===== src/rtl/nn_output_classifier_if.sv =====
// rtl/nn_output_classifier_if.sv - score input and hazard decision handshake bundle for nn_output_classifier
interface nn_output_classifier_if #(
   parameter int NUM_CLASSES = 15
);
   logic                      nn_done;
   logic [16*NUM_CLASSES-1:0] nn_outputs;
   logic [15:0]               threshold;
   logic                      class_ready;
   logic                      class_valid;
   logic [3:0]                class_id;
   logic [15:0]               class_score;
   logic [15:0]               margin;
   logic                      hazard;
   logic                      busy;
   logic                      overrun;

   modport master (
      output nn_done, nn_outputs, threshold, class_ready,
      input  class_valid, class_id, class_score, margin, hazard, busy, overrun
   );

   modport slave (
      input  nn_done, nn_outputs, threshold, class_ready,
      output class_valid, class_id, class_score, margin, hazard, busy, overrun
   );
endinterface


===== src/rtl/nn_output_classifier.sv =====
// rtl/nn_output_classifier.sv - sequential winner/runner-up scan of NN scores into a hazard decision
// Optional build macro: CLASSIFIER_HYSTERESIS_EN (winner must persist HYST_FRAMES frames).
module nn_output_classifier #(
   parameter int NUM_CLASSES = 15,
   parameter int BG_CLASS    = 0,
   parameter int HYST_FRAMES = 2
) (
   input  logic                  clk,
   input  logic                  rst,
   nn_output_classifier_if.slave bus
);
   typedef enum logic [1:0] {IDLE, SCAN, RESULT} state_t;

   localparam logic [4:0] LAST = 5'(NUM_CLASSES);

   state_t             state, state_nx;
   logic signed [15:0] bank [16];
   logic signed [15:0] best, second;
   logic [3:0]         best_idx;
   logic [4:0]         idx;
   logic [255:0]       padded;
   logic signed [15:0] v;
   logic               handshake, capture, drop, scan_done;
   logic signed [16:0] diff;
   logic [15:0]        sat_margin;
   logic [3:0]         report_id;
   logic               report_hazard;

   logic               valid_q, hazard_q, overrun_q;
   logic [3:0]         id_q;
   logic [15:0]        score_q, margin_q;

   assign padded    = 256'(bus.nn_outputs);
   assign v         = bank[idx[3:0]];
   assign handshake = (state == RESULT) && bus.class_ready;
   assign capture   = bus.nn_done && ((state == IDLE) || handshake);
   assign drop      = bus.nn_done && ((state == SCAN) || ((state == RESULT) && !bus.class_ready));
   assign scan_done = (state == SCAN) && (idx == LAST);

   // best never drops below second, so the difference is non-negative; only the top end saturates
   assign diff       = {best[15], best} - {second[15], second};
   assign sat_margin = diff[15] ? 16'h7FFF : diff[15:0];

`ifdef CLASSIFIER_HYSTERESIS_EN
   localparam int CW = (HYST_FRAMES < 4) ? 2 : $clog2(HYST_FRAMES + 1);

   logic [3:0]    stable, cand, stable_nx, cand_nx;
   logic [CW-1:0] cnt, cnt_nx;

   always_comb begin
      stable_nx = stable;
      cand_nx   = cand;
      cnt_nx    = cnt;
      if (best_idx == stable) begin
         cnt_nx = '0;
      end else if (best_idx == cand) begin
         if ((cnt + 1'b1) >= CW'(HYST_FRAMES)) begin
            stable_nx = cand;
            cnt_nx    = '0;
         end else begin
            cnt_nx = cnt + 1'b1;
         end
      end else begin
         cand_nx = best_idx;
         if (HYST_FRAMES <= 1) begin
            stable_nx = best_idx;
            cnt_nx    = '0;
         end else begin
            cnt_nx = CW'(1);
         end
      end
      report_id     = stable_nx;
      report_hazard = (stable_nx != 4'(BG_CLASS)) && (best >= $signed(bus.threshold))
                      && (best_idx == stable_nx);
   end

   always_ff @(posedge clk or posedge rst) begin
      if (rst) begin
         stable <= 4'(BG_CLASS);
         cand   <= 4'(BG_CLASS);
         cnt    <= '0;
      end else if (scan_done) begin
         stable <= stable_nx;
         cand   <= cand_nx;
         cnt    <= cnt_nx;
      end
   end
`else
   always_comb begin
      report_id     = best_idx;
      report_hazard = (best_idx != 4'(BG_CLASS)) && (best >= $signed(bus.threshold));
   end
`endif

   always_ff @(posedge clk or posedge rst) begin
      if (rst) state <= IDLE;
      else     state <= state_nx;
   end

   always_comb begin
      state_nx = state;
      case (state)
         IDLE:    if (capture) state_nx = SCAN;
         SCAN:    if (idx == LAST) state_nx = RESULT;
         RESULT:  if (handshake) state_nx = capture ? SCAN : IDLE;
         default: state_nx = IDLE;
      endcase
   end

   always_ff @(posedge clk or posedge rst) begin
      if (rst) begin
         for (int i = 0; i < 16; i++) bank[i] <= '0;
         best      <= '0;
         second    <= '0;
         best_idx  <= '0;
         idx       <= '0;
         valid_q   <= 1'b0;
         id_q      <= '0;
         score_q   <= '0;
         margin_q  <= '0;
         hazard_q  <= 1'b0;
         overrun_q <= 1'b0;
      end else begin
         if (capture) begin
            for (int i = 0; i < 16; i++) bank[i] <= padded[16*i +: 16];
            best     <= padded[15:0];
            best_idx <= '0;
            second   <= 16'sh8000;
            idx      <= 5'd1;
         end else if ((state == SCAN) && (idx != LAST)) begin
            // strict compares keep the lowest index on ties
            if (v > best) begin
               second   <= best;
               best     <= v;
               best_idx <= idx[3:0];
            end else if (v > second) begin
               second <= v;
            end
            idx <= idx + 5'd1;
         end

         if (scan_done) begin
            valid_q  <= 1'b1;
            id_q     <= report_id;
            score_q  <= best;
            margin_q <= sat_margin;
            hazard_q <= report_hazard;
         end else if (handshake) begin
            valid_q <= 1'b0;
         end

         if (drop) overrun_q <= 1'b1;
      end
   end

   assign bus.class_valid = valid_q;
   assign bus.class_id    = id_q;
   assign bus.class_score = score_q;
   assign bus.margin      = margin_q;
   assign bus.hazard      = hazard_q;
   assign bus.busy        = (state != IDLE);
   assign bus.overrun     = overrun_q;
endmodule


===== src/flat_wrapper.sv =====
// flat-port wrapper written by rule: the top's interface ports become plain ports
module nn_output_classifier_flat 
#(
   parameter int NUM_CLASSES = 15,
   parameter int BG_CLASS    = 0,
   parameter int HYST_FRAMES = 2
)
  (clk, rst, bus_nn_done, bus_nn_outputs, bus_threshold, bus_class_ready, bus_class_valid, bus_class_id, bus_class_score, bus_margin, bus_hazard, bus_busy, bus_overrun);
  nn_output_classifier_if #(.NUM_CLASSES(NUM_CLASSES)) bus_i ();
  input  logic clk;
  input  logic rst;
  input wire logic [$bits(bus_i.nn_done)-1:0] bus_nn_done;
  input wire logic [$bits(bus_i.nn_outputs)-1:0] bus_nn_outputs;
  input wire logic [$bits(bus_i.threshold)-1:0] bus_threshold;
  input wire logic [$bits(bus_i.class_ready)-1:0] bus_class_ready;
  output wire logic [$bits(bus_i.class_valid)-1:0] bus_class_valid;
  output wire logic [$bits(bus_i.class_id)-1:0] bus_class_id;
  output wire logic [$bits(bus_i.class_score)-1:0] bus_class_score;
  output wire logic [$bits(bus_i.margin)-1:0] bus_margin;
  output wire logic [$bits(bus_i.hazard)-1:0] bus_hazard;
  output wire logic [$bits(bus_i.busy)-1:0] bus_busy;
  output wire logic [$bits(bus_i.overrun)-1:0] bus_overrun;
  assign bus_i.nn_done = bus_nn_done;
  assign bus_i.nn_outputs = bus_nn_outputs;
  assign bus_i.threshold = bus_threshold;
  assign bus_i.class_ready = bus_class_ready;
  assign bus_class_valid = bus_i.class_valid;
  assign bus_class_id = bus_i.class_id;
  assign bus_class_score = bus_i.class_score;
  assign bus_margin = bus_i.margin;
  assign bus_hazard = bus_i.hazard;
  assign bus_busy = bus_i.busy;
  assign bus_overrun = bus_i.overrun;
  nn_output_classifier #(.NUM_CLASSES(NUM_CLASSES), .BG_CLASS(BG_CLASS), .HYST_FRAMES(HYST_FRAMES)) u_core (.clk(clk), .rst(rst), .bus(bus_i));
endmodule

===== config.mk =====
export PLATFORM = sky130hd
export DESIGN_NAME = nn_output_classifier_flat
export DESIGN_NICKNAME = d
export VERILOG_FILES = /design/src/rtl/nn_output_classifier_if.sv /design/src/rtl/nn_output_classifier.sv /design/src/flat_wrapper.sv
export SDC_FILE = /design/constraint.sdc
export NUM_CORES = 1
export LEC_CHECK = 0
export CELL_PAD_IN_SITES_DETAIL_PLACEMENT = 1
export CELL_PAD_IN_SITES_GLOBAL_PLACEMENT = 2
export CORE_MARGIN = 2
export CORE_UTILIZATION = 35
export CTS_CLUSTER_SIZE = 24
export DETAILED_ROUTE_END_ITERATION = 12
export PLACE_DENSITY = 0.93
export RECOVER_POWER = 50
export SETUP_SLACK_MARGIN = 0.2
export SYNTH_ARGS = -nofsm -noshare
export SYNTH_HDL_FRONTEND = slang
export SYNTH_SLANG_ARGS = --single-unit

===== constraint.sdc =====
create_clock -name clk -period 16.99 [get_ports clk]
set_clock_uncertainty 0.15 [all_clocks]
set_input_delay 3.398 -clock clk [delete_from_list [all_inputs] [get_ports clk]]
set_output_delay 3.398 -clock clk [all_outputs]
set_load 0.1 [all_outputs]

### Word level (Yosys, flattened, before mapping)

Index checks and enable logic that the tools add are counted.

* add/sub/neg operators: 2
* magnitude comparators: 4
* equality and inequality tests: 7
* multiplexer cells: 23
* bitwise logic cells: 1
* reductions and logical operators: 20

Operator list (number)
* two-way mux 16 bit: 9
* binary-select mux 16 bit (select 4 bit): 1
* greater-than comparator 16 bit: 2
* >= comparator 16 bit: 1
* subtractor 16 bit: 1
* two-way mux 15 bit: 1
* two-way mux 4 bit: 3
* two-way mux 5 bit: 2
* nonzero test 2 bit: 4
* logical AND 1 bit: 7
* two-way mux 2 bit: 3
* one-hot mux 2 bit (3 select lines): 1
* adder 5 x 1 -> 5 bit, second input constant: 1
* == test 5 x 4 -> 1 bit, second input constant: 1
* >= comparator 5 bit, second input constant: 1
* != test 5 x 4 -> 1 bit, second input constant: 1
* inverter 4 -> 5 bit: 1
* != test 2 x 1 -> 1 bit, second input constant: 2
* AND reduction 2 bit: 2
* nonzero test 4 bit: 1
* two-way mux 1 bit: 3
* AND reduction 3 bit: 1
* nonzero test 3 bit: 1
* == test 2 x 1 -> 1 bit, second input constant: 1
* 5 further kinds: 6

* register bits after elaboration: 322
* logic and storage cells: 83

### Depth between registers and ports, before layout

* depth in word-level cells: 9
* depth in mapped cells: 18

### Worst setup path after synthesis

Ideal clock, no wire load.

* path kind: input port to flip-flop
* start: input port bus_nn_done
* end: register u_core.bank[144] in the netlist's numbering
* arrival: 4.960 ns
* required time: 16.775 ns
* path slack: 11.815 ns
* cell stages on the path: 9
* cells stage by stage: nor2b_1 buf_2 and2_1 clkbuf_1 clkbuf_1 clkbuf_1 clkbuf_1 nand2_1 nand2_1

* word-level cells in the longest chain between the ends: 1

RTL lines
* from (decl): RTL line flat_wrapper.sv:12 `input wire logic [$bits(bus_i.nn_done)-1:0] bus_nn_done;`
* logical AND 1 bit: RTL line nn_output_classifier.sv:36 `assign capture = bus.nn_done && ((state == IDLE) || handshake);`
* to (decl): RTL line nn_output_classifier.sv:17 `logic signed [15:0] bank [16];`

Every way passes these cells.
A chain may end at the register's enable or synchronous reset.

==> impl_metrics.yaml <==
synthesis:
  synth_top_area_frac: 0.495
  syn-cell-area_mm2: 0.0162
  syn_inst: 1738
  async_flop_share: 1.00
  ys.flop_type: "dfrtp_1"
  syn_area_per_cell_um2: 9.33
  yosysTopAreaCell: "dfrtp_1"
  synth_common_cells: "754 x nand2_1, 321 x dfrtp_1, 77 x clkbuf_1, 65 x ha_1, 56 x inv_1"
  yosysWarnings: 0
  ys_seq_area_frac: 0.495
  postSynthNetCount: 2064
  synth-seq-cells: 321
  synth-edff-count: 0
  yosysMostFrequentCell: "nand2_1"
  ys_types: 58
  synthTopCellsByArea: "dfrtp_1 50%, nand2_1 17%, mux4_2 5.6%, ha_1 5.0%, mux2i_1 3.1%"
grt:
  grtUsageTotal: 0.230
  grt_max_degree: 116
  antenna_found_initial: 13
  grt_first_pass_wirelength_um: 84300
  grt_overflow_total: 0
  first_global_vias: 14600
place:
  dp_cells: 2554
  gp_congestion: 0.913
  port_buffers: 298
  hpwl_um: 40000
  dpl-instance-area_mm2: 0.0197
timing:
  tns_ns: 0
  setup_viol_count_final: 0
  drv_slew: 434
  relSlewSlack: -2.49
  holdWs_ns: 0.318
  max_freq_ghz: 0.0940
  finalCritPeriodShare: 0.626
  hold_violations: 0
  rsz0062_at_grt: "no"
  period_needed_ns: 10.64
  worst_pin_slew_ns: 5.24
flow_run:
  drv_cap: 7
power:
  ir_drop_mv: 0.228
  swShare: 0.447
  clkPwrFrac: 0.162
  seqPwrFrac: 0.284
  powerDensity_mw_per_mm2: 235
  power_switching_w: 0.00219
  p_total_w: 0.00491
  leakage_nw: 10.2
  power_frac_comb: 0.554
  internal_power_w: 0.00272
critical_path:
  rrSetupSlack_ns: 7.22
  rr_worst_depth: 13
  crit_fanout: 111
  endpoint_kind: "asynchronous set/reset pin"
  worstSetupStartpointType: "input pin"
  critical_path_arrival_ns: 10.15
  worstSetupPathType: "in2async"
  crit_required_ns: 16.50
die:
  die_h_um: 219
  io-pin-count: 300
  dieArea_mm2: 0.0481
  num_rows: 78
  coreArea_mm2: 0.0456
  initial_core_util: 0.356
  die_x_um: 219
clocking:
  cts_tree: "built"
  cts_buffer_depth: 3
  cts_setup_buffers: 0
  cts_resized: 0
  hold_buffers: 0
  h-tree-depth: 2
  cts_root_buffer: "clkbuf_16"
  cts_sinks: 321
  insertion_delay_ns: 0.55
  cts_made_buffers: 38
  path_clk_slew_ns: 0.06
hold_path:
  hp-class: "reg2reg"
  hold_depth: 2
status:
  outcome: "finished with violations"
  violations: "capacitance limit, slew limit"
final_layout:
  stdcell_area_mm2: 0.0209
  area_growth_pct: 28.6
  fin_cells: 2625
  drive_gt1_frac: 0.0718
  finalNetCount: 2320
routing:
  drc_errors: 0
  firstDrtPassIters: 4
  detail-route-antenna-nets: 0
  dr_total_vias: 13500
  topRoutingLayerUsed: "met5"
  avgRoutedWirePerCell_um: 20.8
  drt-met1-wl_um: 24100
  wl_um: 54700
  vias_per_cell: 5.13
  wl_met2_um: 25200
  met3_wirelength_um: 2920
  dr.first_iter.drc_count: 817
[through the flow]
step / util / setup slack, ns
6_report: 0.458 / 6.35
5_1_grt: 0.457 / 5.06
4_1_cts: 0.458 / 10.38
3_5_place_dp: 0.432 / 9.84
3_3_place_gp: 0.432 / 9.96
2_1_floorplan: - / 4.56
[kinds of logic after synthesis]
kind of cell	synth area share
buf+inv	0.0390
simple gates	0.209
xor+xnor	0.00918
fa+ha+maj	0.0514
other cells	0.000231
compound gates	0.0899
mux	0.106
flops	0.495
[critical path, stage by stage]
cell	delay (ns)
dlygate4sd3_1	0.55
clkinvlp_2	2.83
clkbuf_1	3.12
[cell usage in the layout, fill, tap and decap left out, types with 15 or more instances in the layout]
master,netlist,final
a221o_1,17,17
clkbuf_1,77,15
mux2i_1,50,50
inv_1,56,55
nor2_1,24,24
dfrtp_1,321,320
nand2_1,754,754
dlygate4sd3_1,0,39
a21o_1,33,33
ha_1,65,65
a21oi_1,44,44
o21ai_0,48,48
and3_1,16,16
mux2_2,16,16
clkdlybuf4s50_1,0,259
mux4_2,40,40
clkbuf_16,0,39
[layout make-up]
type                       count  area [µm²]
timing repair buffer         317        3100
inverter                      56         211
clock inverter                12        93.8
antenna                        5        12.5
fill                        5208       24700
clock buffer                  54        1090
tap                          600         751
multi-input combinational   1260        7560
sequential                   321        8030
[metal layers]
metal | GRT usage | up-vias
met5 | 0 | -
met4 | 0.108 | 16
met3 | 0.0525 | 119
met2 | 0.367 | 324
met1 | 0.296 | 6701
li1 | - | 6309
[sequential cells by signal, indices dropped and copies added, names as in the netlist]
register,count
u_core.bank,240
u_core.best,16
u_core.best_idx,4
u_core.bus.class_id,4
u_core.bus.class_score,16
u_core.bus.class_valid,1
u_core.bus.hazard,1
u_core.bus.margin,15
u_core.bus.overrun,1
u_core.idx,5
u_core.second,16
u_core.state,2
[final timing paths]
| path | start | end |
|---|---|---|
| worst max-delay path | rst | u_core.bank[61] |
| worst min-delay path | u_core.bank[210] | u_core.bank[210] |
| worst max register to register | u_core.idx[0] | u_core.second[12] |
| worst min register to register | u_core.bank[210] | u_core.bank[210] |
| max in group clk | u_core.idx[0] | u_core.second[12] |
| min in group asynchronous | rst | u_core.bank[55] |
[power by group through the flow]
stage | clock (W) | combinational, W | sequential [W]
finish | 0.000793 | 0.00272 | 0.00139
global route | 0.000838 | 0.00297 | 0.00144
CTS | 0.000812 | 0.00274 | 0.00140
detailed placement | 0 | 0.00272 | 0.00140
global placement | 0 | 0.00261 | 0.00138
floorplan | 0 | 0.00179 | 0.00156
Power figures use the tool's default switching activity.
